### src/rtl/traffic_junction.sv
// traffic_junction: round-robin N-approach traffic-light sequencer.
// Define PED_CROSSING_EN to add the latched pedestrian walk phase.
module traffic_junction #(
    parameter int NUM_APPROACH  = 2,
    parameter int ALL_RED_CYC   = 2,
    parameter int RED_AMBER_CYC = 2,
    parameter int GREEN_CYC     = 8,
    parameter int AMBER_CYC     = 3,
    parameter int PED_CYC       = 4,
    parameter int CNT_W         = 8
) (
    input  logic                    clk,
    input  logic                    rst,
    input  logic                    enable,
    input  logic                    ped_req,
    output logic [NUM_APPROACH-1:0] red,
    output logic [NUM_APPROACH-1:0] amber,
    output logic [NUM_APPROACH-1:0] green,
    output logic [1:0]              active,
    output logic                    ped_walk
);

    localparam logic [2:0] ALL_RED   = 3'd0;
    localparam logic [2:0] RED_AMBER = 3'd1;
    localparam logic [2:0] GREEN     = 3'd2;
    localparam logic [2:0] AMBER     = 3'd3;

    localparam logic [1:0] LAST_APP = 2'(NUM_APPROACH - 1);

    // Timer holds remaining cycles minus one; zero means this is the last cycle.
    localparam logic [CNT_W-1:0] LD_ALL_RED   = CNT_W'(ALL_RED_CYC - 1);
    localparam logic [CNT_W-1:0] LD_RED_AMBER = CNT_W'(RED_AMBER_CYC - 1);
    localparam logic [CNT_W-1:0] LD_GREEN     = CNT_W'(GREEN_CYC - 1);
    localparam logic [CNT_W-1:0] LD_AMBER     = CNT_W'(AMBER_CYC - 1);

`ifdef PED_CROSSING_EN
    localparam logic [2:0]       PED_WALK = 3'd4;
    localparam logic [CNT_W-1:0] LD_PED   = CNT_W'(PED_CYC - 1);
`else
    localparam int PED_CYC_UNUSED = PED_CYC;
`endif

    logic [2:0]              state;
    logic [2:0]              state_nx;
    logic [CNT_W-1:0]        timer;
    logic [CNT_W-1:0]        timer_nx;
    logic [1:0]              active_nx;
    logic [NUM_APPROACH-1:0] red_nx;
    logic [NUM_APPROACH-1:0] amber_nx;
    logic [NUM_APPROACH-1:0] green_nx;
    logic                    last_cyc;

    assign last_cyc = (timer == '0);

`ifdef PED_CROSSING_EN
    logic ped_pending;
    logic pending_nx;
    logic ped_go;

    assign ped_go = ped_pending | ped_req;

    // A request that starts the walk is consumed; requests during the walk are dropped.
    always_comb begin
        pending_nx = ped_pending;
        if (state == ALL_RED && last_cyc && ped_go) begin
            pending_nx = 1'b0;
        end else if (state != PED_WALK && ped_req) begin
            pending_nx = 1'b1;
        end
    end
`else
    logic ped_req_unused;
    assign ped_req_unused = ped_req;
`endif

    always_comb begin
        state_nx  = state;
        timer_nx  = timer - CNT_W'(1);
        active_nx = active;
        if (last_cyc) begin
            case (state)
                ALL_RED: begin
`ifdef PED_CROSSING_EN
                    if (ped_go) begin
                        state_nx = PED_WALK;
                        timer_nx = LD_PED;
                    end else
`endif
                    begin
                        state_nx = RED_AMBER;
                        timer_nx = LD_RED_AMBER;
                    end
                end
                RED_AMBER: begin
                    state_nx = GREEN;
                    timer_nx = LD_GREEN;
                end
                GREEN: begin
                    state_nx = AMBER;
                    timer_nx = LD_AMBER;
                end
                AMBER: begin
                    state_nx  = ALL_RED;
                    timer_nx  = LD_ALL_RED;
                    active_nx = (active == LAST_APP) ? 2'd0 : active + 2'd1;
                end
`ifdef PED_CROSSING_EN
                PED_WALK: begin
                    state_nx = RED_AMBER;
                    timer_nx = LD_RED_AMBER;
                end
`endif
                default: begin
                    state_nx = ALL_RED;
                    timer_nx = LD_ALL_RED;
                end
            endcase
        end
    end

    // Lamps are decoded from the next state so they register alongside it.
    always_comb begin
        red_nx   = '1;
        amber_nx = '0;
        green_nx = '0;
        for (int i = 0; i < NUM_APPROACH; i++) begin
            if (active_nx == 2'(i)) begin
                unique case (1'b1)
                    state_nx == RED_AMBER: begin
                        amber_nx[i] = 1'b1;
                    end
                    state_nx == GREEN: begin
                        red_nx[i]   = 1'b0;
                        green_nx[i] = 1'b1;
                    end
                    state_nx == AMBER: begin
                        red_nx[i]   = 1'b0;
                        amber_nx[i] = 1'b1;
                    end
                    default: ;
                endcase
            end
        end
    end

    always_ff @(posedge clk) begin
        if (rst) begin
            state  <= ALL_RED;
            timer  <= LD_ALL_RED;
            active <= 2'd0;
            red    <= '1;
            amber  <= '0;
            green  <= '0;
        end else if (enable) begin
            state  <= state_nx;
            timer  <= timer_nx;
            active <= active_nx;
            red    <= red_nx;
            amber  <= amber_nx;
            green  <= green_nx;
        end
    end

`ifdef PED_CROSSING_EN
    always_ff @(posedge clk) begin
        if (rst) begin
            ped_pending <= 1'b0;
            ped_walk    <= 1'b0;
        end else if (enable) begin
            ped_pending <= pending_nx;
            ped_walk    <= (state_nx == PED_WALK);
        end
    end
`else
    assign ped_walk = 1'b0;
`endif

endmodule

### config.mk
export PLATFORM = sky130hd
export DESIGN_NAME = traffic_junction
export DESIGN_NICKNAME = d
export VERILOG_FILES = /design/src/rtl/traffic_junction.sv
export SDC_FILE = /design/constraint.sdc
export NUM_CORES = 1
export LEC_CHECK = 0
export CAP_MARGIN = 40
export CORE_MARGIN = 1
export CORE_UTILIZATION = 55
export DETAILED_ROUTE_END_ITERATION = 7
export PLACE_DENSITY = 0.84
export SLEW_MARGIN = 20
export SYNTH_ARGS = -nofsm -noshare
export SYNTH_HDL_FRONTEND = slang
export SYNTH_SLANG_ARGS = --single-unit
### constraint.sdc
create_clock -name clk -period 5 [get_ports clk]
set_input_delay 1 -clock clk [delete_from_list [all_inputs] [get_ports clk]]
set_output_delay 1 -clock clk [all_outputs]
set_load 0.1 [all_outputs]
==> impl_metrics.toml, run 1 <==
[cts]
insertion_delay_ps = 310
cts_buffers = 3
cts_hold_buf = 0
cts_tree = "built"
cts-resized-gates = 0
postCtsSetupBuffers = 0
root_buffer = "clkbuf_4"
cts.sinks = 19
cts.path.max_buffers = 2
cts.htree.levels = 1
clkTransAtPathRegs_ps = 100

[route]
via_count = 811
vias_per_cell = 5.67
remaining_drc_errors = 0
wl_per_cell_microns = 13.5
postRouteAntennaNets = 0
drt-initial-drc-count = 22
firstDrtPassIters = 4
totalWireLength_microns = 1930

[setup_path]
crit_chain = "clkdlybuf4s50_1 > nor4b_1 > nand2_1 > xor2_1 > nor2_1"
required_ps = 5200
setup.worst_path.end_class = "register"
critPathBufInv = 1
cp_max_fo = 13
cpLargestDelayFamily = "simple AND/OR/NAND/NOR gates"
cp-start-kind = "primary input"
reg2reg_depth = 4
reg2reg_setup_slack_ps = 3000
cp.arrival_ps = 2740
r2r-start = "timer[4]"
crit_type = "in2reg"
worst_path_largest_cell_delay_ps = 790
critPathSlowestCell = "clkdlybuf4s50_1"
rr_endpoint = "timer[0]"

[synth]
yosysUniqueCellTypes = 34
synth-edff-count = 0
syn_avg_cell_area_sq_um = 8.68
syn_area_sq_um = 955
syn_inst = 110
synth.area.top_cells = "dfxtp_1 (40%), nor2_1 (5.9%), nand2_1 (4.7%), xnor2_1 (4.6%), a21oi_1 (3.7%)"
synth_seq_area_share_pct = 39.8
synth_commonest_cells = "dfxtp_1 (19), nor2_1 (15), nand2_1 (12)"
synth.net_count = 116
synth_top_area_cell = "dfxtp_1"
synth.most_common_cell = "dfxtp_1"
synth_warnings = 0
synth_top_flop_cell = "dfxtp_1"
synth_top_area_share_pct = 39.8
ys_seq_elements = 19
async_reset_ff_share_pct = 0

[grt]
antenna_found_initial = 0
track_usage_pct = 24.0
overflow = 0
grt_max_degree = 14
grt_pass1_wl_microns = 3210
grt_pass1_vias = 712

[timing]
max_freq_ghz = 0.394
setup_tns_ps = 0
grt_setup_unrepaired = "false"
max_slew_margin_pct = 53.7
skew_ps = 8.12
finalMaxSlewViolations = 0
setup_ws_ps = 2460
period_share_pct = 50.8
hold_violations = 0
fin_crit_ps = 2540
setup_viol_count_final = 0
tightestPinTransition_ps = 689

[power]
irDropWorstVdd_v = 0.000200
leakage_nw = 0.469
p_per_area_mw_per_mm2 = 262

[die]
die_area_sq_mm = 0.00191
die_w_microns = 43.7
placementRows = 14
io_pins = 13
die_y_microns = 43.7
initial_core_util_pct = 61.2
core_area_sq_mm = 0.00156

[place]
port-buffer-count = 10
dp.cells = 139
dp_hpwl_microns = 1420
gp_congestion = 0.843
placed_area_sq_mm = 0.00117
place_ws_ps = 2140

[final_layout]
design_area_sq_mm = 0.00120
num-nets-final = 134
area_growth_pct = 25.3
antenna_cells = 0
nFillCells = 111
drive_gt1_share_pct = 12.6
stdcell_count = 143

[worst_hold_path]
worstHoldEndpoint = "amber[0]"
worstHoldPathCells = 2
hold_class = "reg2reg"
hold_start = "amber[0]"

[run]
drv_cap = 0

[run_status]
run_status = "finished clean"
[report_power, final]
part | switching, mW | internal, mW
sequential | 0.00859 | 0.159
combinational | 0.0405 | 0.0249
clock | 0.0491 | 0.0312
[cell type report]
class,count,area [sq um],share of cell area [%]
flip-flops and latches,19,380,31.8
repair buffers,19,228,19.0
multi-input cells,81,527,44.0
well taps,16,20.0,1.67
inverters,4,15.0,1.26
clock buffers,4,26.3,2.20
[sequential cells by signal, indices dropped and copies added (netlist names)]
register	count
amber	2
red	2
green	2
active	2
state	3
timer	8
[how the worst max path moves through the flow]
stage	cells past startpoint	start	to
after floorplan	0	active[0]	active[0]
after global placement	5	enable	timer[7]
after detailed placement	5	enable	timer[5]
after CTS	5	enable	timer[7]
after global routing	5	enable	timer[7]
final	5	enable	timer[5]
[worst register-to-register path, delay by kind of cell, from the launching register on]
family / cells / cell delay (ps)
flops: 1 / 360
compound gates: 1 / 340
simple gates: 3 / 1210
[layer usage]
layer  up-vias  global-route usage (%)  share of wire (%)  routed length [microns]
met2        24                    35.2                 48                      924
met4         0                    15.0                2.4                       47
met5         -                       0                  0                        0
li1        411                       -                  -                        -
met1       372                    31.9                 45                      869
met3         4                    5.00                4.5                       87
[cells by family (layout without fill, tap and decap cells)]
| group | after synthesis | in the layout | synth area share [%] |
|---|---|---|---|
| buffers and inverters | 10 | 27 | 4.98 |
| AOI/OAI and AO/OA | 18 | 18 | 12.1 |
| DFF | 19 | 19 | 39.8 |
| muxes | 2 | 2 | 2.10 |
| xor gates and xnor gates | 8 | 8 | 7.34 |
| other | 1 | 1 | 0.393 |
| and+or+nand+nor | 50 | 50 | 30.7 |
| adders and majority gates | 2 | 2 | 2.62 |
[stage by stage]
stage               utilization, %  power, mW  hold slack [ps]
floorplan                        -      0.223              471
finish                        76.7      0.313              475
CTS                           76.7      0.313              479
detailed placement            75.0      0.235              461
global placement              67.3      0.230              438
global route                  76.7      0.327              493
[layout by cell type, fill, tap and decap left out, types with 4 or more instances in the layout]
cell type / instances
a21oi_1: 7
dfxtp_1: 19
clkdlybuf4s50_1: 10
inv_1: 4
nand2_1: 12
buf_8: 8
xnor2_1: 5
nor2_1: 15
o21ai_0: 4
nand2b_1: 4
Power figures use the tool's default switching activity.
==> run 2, diff against run 1 <==
Settings changed: CORE_UTILIZATION 55 to 47, PLACE_DENSITY 0.84 to 0.77.
Clock period 5 ns to 2.3 ns, I/O delays scaled along.
==> impl_metrics.toml, run 2 (same netlist as run 1, synthesis figures left out) <==
[run_status]
run_status = "finished clean"

[die]
die_area_sq_mm = 0.00222
initial_core_util_pct = 52.4
io_pins = 13
placementRows = 15
die_y_microns = 47.1
core_area_sq_mm = 0.00182
die_w_microns = 47.1

[final_layout]
layout_commonest_cell = "dfxtp_1"
area_growth_pct = 14.2
top_regs = "timer (8), state (3)"
stdcell_count = 147
multiInputGateArea_sq_um = 527
drive_gt1_share_pct = 15.6
antenna_cells = 0
regArea_sq_um = 380
num-nets-final = 129
largest_register_ffs = 8
regMostFlops = "timer"
nFillCells = 164
final_cell_mix = "dfxtp_1 (19), nor2_1 (15), nand2_1 (12), buf_4 (12), a21oi_1 (7)"

[grt]
use_met1_pct = 24.9
track_usage_pct = 19.7
grt_util_met3_pct = 4.62
overflow = 0
busiest_layer = "met2"
grt_pass1_vias = 670
grt_max_degree = 13
met2_usage_pct = 31.1
grt_pass1_wl_microns = 2950
antenna_found_initial = 0

[timing]
hold_violations = 0
max_freq_ghz = 0.539
fin_crit_ps = 1860
holdWs_ps = 462
setup_ws_ps = 444
period_share_pct = 80.7
grt_setup_unrepaired = "false"
skew_ps = 5.65
setup_viol_count_final = 0
setup_tns_ps = 0
finalMaxSlewViolations = 0

[route]
totalWireLength_microns = 1770
wl_per_cell_microns = 12.0
postRouteAntennaNets = 0
via_count = 772
firstDrtPassIters = 5
remaining_drc_errors = 0
vias_per_cell = 5.25
drt-initial-drc-count = 6

[worst_hold_path]
hold_class = "reg2reg"
hold_start = "green[1]"

[power]
comb_power_share_pct = 21.5
switching_share_pct = 30.9
switching_power_uw = 210
fin_total_pwr_uw = 679
p_int_uw = 469
irDropWorstVdd_v = 0.000486
seqPwrFrac_pct = 53.5
p_per_area_mw_per_mm2 = 623
power_frac_clock_pct = 25.0
leakage_nw = 0.436

[setup_path]
crit_type = "reg2reg"
critPathSlowestCell = "or3_1"
cp-start-kind = "register"
worst_path_largest_cell_delay_ps = 370
cp_max_fo = 3
setup.worst_path.end_class = "register"
cpLargestDelayFamily = "simple AND/OR/NAND/NOR gates"
crit_chain = "inv_1 > ha_1 > nor3b_1 > nand2_2 > or3_1 > a311o_1"
cp.arrival_ps = 2060
required_ps = 2500
critPathBufInv = 1
worstSetupStartpoint = "timer[0]"
r2r-start = "timer[0]"

[cts]
insertion_delay_ps = 300
root_buffer = "clkbuf_4"
clkTransAtPathRegs_ps = 110
cts.sinks = 19
cts_buffers = 3
cts.htree.levels = 1
cts_tree = "built"
cts.path.max_buffers = 2
postCtsSetupBuffers = 0
cts-resized-gates = 0
cts_hold_buf = 0

[place]
place_ws_ps = 273
dp_hpwl_microns = 1340
gp_congestion = 0.761
port-buffer-count = 10
dp.cells = 143

[run]
drv_cap = 0
-- run 2: changes by cell type in the layout (fill, tap and decap cells not counted), sizes merged --
cell,delta
buf,+3
clkdlybuf4s50,-8
-- run 2: stage by stage --
stage          util [%]  instance area, sq um
6_report           59.9                  1090
3_5_place_dp       58.4                  1060
3_3_place_gp       58.4                  1060
5_1_grt            59.9                  1090
4_1_cts            59.9                  1090
2_1_floorplan         -                   955
-- run 2: layout make-up --
class                           count  area share, %
Clock buffer                        4           2.41
Sequential cell                    19           34.9
Timing Repair Buffer               14           10.1
Tap cell                           25           2.87
Multi-Input combinational cell     81           48.3
Inverter                            4           1.38
-- run 2: worst paths after layout --
check | endpoint | slack, ps | cells after the start
worst max-delay path | timer[0] | 440 | 6
worst min-delay path | green[1] | 460 | 2
worst max register to register | timer[0] | 440 | 6
worst min register to register | green[1] | 460 | 2
-- run 2: tightest hold or removal path: stages (launching register included) --
cell and delay, ps:
dfxtp_1 340, nand2_1 40, o21ai_0 50
-- run 2: power by group through the flow --
stage               combinational, mW  clock (mW)  sequential, mW
detailed placement              0.146           0           0.371
global route                    0.161       0.184           0.366
floorplan                       0.106           0           0.378
CTS                             0.146       0.174           0.363
finish                          0.146       0.170           0.363
global placement                0.142           0           0.370
-- run 2: per-layer routing --
metal / vias to the layer above / routed length [microns]
met4: 0 / 25
met1: 356 / 852
met2: 15 / 826
li1: 399 / -
met5: - / 0
met3: 2 / 61
==> run 3, diff against run 2 <==
Settings changed: CORE_UTILIZATION 47 to 52, PLACE_DENSITY 0.77 to 0.8.
Clock period 2.3 ns to 1.92 ns, I/O delays scaled along.
==> impl_metrics.toml, run 3 (same netlist as run 1, synthesis figures left out) <==
[run_status]
run_status = "finished clean"

[setup_path]
worst_path_largest_cell_delay_ps = 360
required_ps = 2180
cpLargestDelayFamily = "compound AO/OA/AOI/OAI gates"
cp-start-kind = "register"
cp_max_fo = 10
critPathSlowestCell = "dfxtp_1"
critPathBufInv = 2
crit_type = "reg2reg"
crit_chain = "inv_1 > ha_1 > nor3b_2 > buf_4 > and4bb_2 > o21ai_0 > o32a_1"
setup.worst_path.end_class = "register"
cp.arrival_ps = 1980

[die]
die_y_microns = 44.8
initial_core_util_pct = 55.3
placementRows = 15
die_area_sq_mm = 0.00201
core_area_sq_mm = 0.00173
die_w_microns = 44.8
io_pins = 13

[timing]
setup_ws_ps = 191
hold_violations = 0
setup_viol_count_final = 0
period_share_pct = 90.0
fin_crit_ps = 1730
max_freq_ghz = 0.578
finalMaxSlewViolations = 0
skew_ps = 2.59
setup_tns_ps = 0
grt_setup_unrepaired = "false"

[final_layout]
top_regs = "timer (8), state (3)"
stdcell_count = 149
layout_commonest_cell = "dfxtp_1"
area_growth_pct = 17.2
largest_register_ffs = 8
num-nets-final = 131
design_area_sq_mm = 0.00112
final_cell_mix = "dfxtp_1 (19), nor2_1 (15), buf_4 (14), nand2_1 (12), a21oi_1 (7)"
regMostFlops = "timer"
drive_gt1_share_pct = 20.2
antenna_cells = 0
nFillCells = 151

[grt]
overflow = 0
grt_pass1_wl_microns = 3190
grt_max_degree = 12
grt_pass1_vias = 744
antenna_found_initial = 0
track_usage_pct = 22.0

[cts]
cts.path.max_buffers = 2
root_buffer = "clkbuf_4"
cts.sinks = 19
cts_tree = "built"
clkTransAtPathRegs_ps = 110
insertion_delay_ps = 310
cts.htree.levels = 1
cts_buffers = 3
postCtsSetupBuffers = 0

[worst_hold_path]
hold_class = "reg2reg"

[route]
postRouteAntennaNets = 0
totalWireLength_microns = 1800
wl_per_cell_microns = 12.1
remaining_drc_errors = 0
via_count = 759
firstDrtPassIters = 4
vias_per_cell = 5.09
drt-initial-drc-count = 18

[place]
dp_hpwl_microns = 1390
port-buffer-count = 10
placed_area_sq_mm = 0.00108
place_ws_ps = 75.3
gp_congestion = 0.737
dp.cells = 145

[power]
seqPwrFrac_pct = 53.0
power_frac_clock_pct = 24.9
irDropWorstVdd_v = 0.000491
switching_share_pct = 31.5
fin_total_pwr_uw = 820
p_per_area_mw_per_mm2 = 733
leakage_nw = 0.441
p_int_uw = 562
comb_power_share_pct = 22.0
switching_power_uw = 258

[run]
drv_cap = 0
run 3: power by group through the flow:
stage          Sequential [mW]  Combinational, mW  Clock [mW]
2_1_floorplan            0.453              0.127           0
3_3_place_gp             0.443              0.172           0
3_5_place_dp             0.444              0.179           0
4_1_cts                  0.435              0.179       0.214
5_1_grt                  0.438              0.197       0.235
6_report                 0.435              0.181       0.204
run 3: path summary, 6_finish.rpt:
check             depth (start not counted)     start       end  slack (ps)
setup / recovery                          7  timer[0]    red[1]         190
hold / removal                            2  amber[1]  amber[1]         460
setup reg to reg                          7  timer[0]    red[1]         190
hold reg to reg                           2  amber[1]  amber[1]         460
run 3: through the flow:
| step | utilization [%] | hold slack [ps] |
|---|---|---|
| 2_1_floorplan | - | 471 |
| 3_3_place_gp | 62.5 | 437 |
| 3_5_place_dp | 62.5 | 440 |
| 4_1_cts | 64.1 | 466 |
| 5_1_grt | 64.8 | 482 |
| 6_report | 64.8 | 459 |
run 3: area by class of cell:
type	instances	area [sq um]	share of cell area [%]
multi-input combinational	81	539	48.2
sequential	19	380	34.0
timing repair buffer	16	125	11.2
tap	25	31.3	2.80
clock buffer	3	22.5	2.01
inverter	4	15.0	1.34
clock inverter	1	5.00	0.447
run 3: timing repair:
item                       CTS  global route
setup endpoints to repair    0             6
hold buffers                 0             0
resized for setup            0             3
run 3: layer usage:
layer	vias to the layer above	wire length [microns]	part of all wire, %	global-route usage, %
met5	-	0	0	0
met2	8	852	47	37.9
li1	403	-	-	-
met3	5	37	2.1	3.60
met4	0	38	2.1	10.9
met1	343	871	48	26.5
run 3: worst min-delay path, stage by stage (launching register included):
cell and delay, ps:
dfxtp_1 340, nand2_1 50, o31ai_1 50
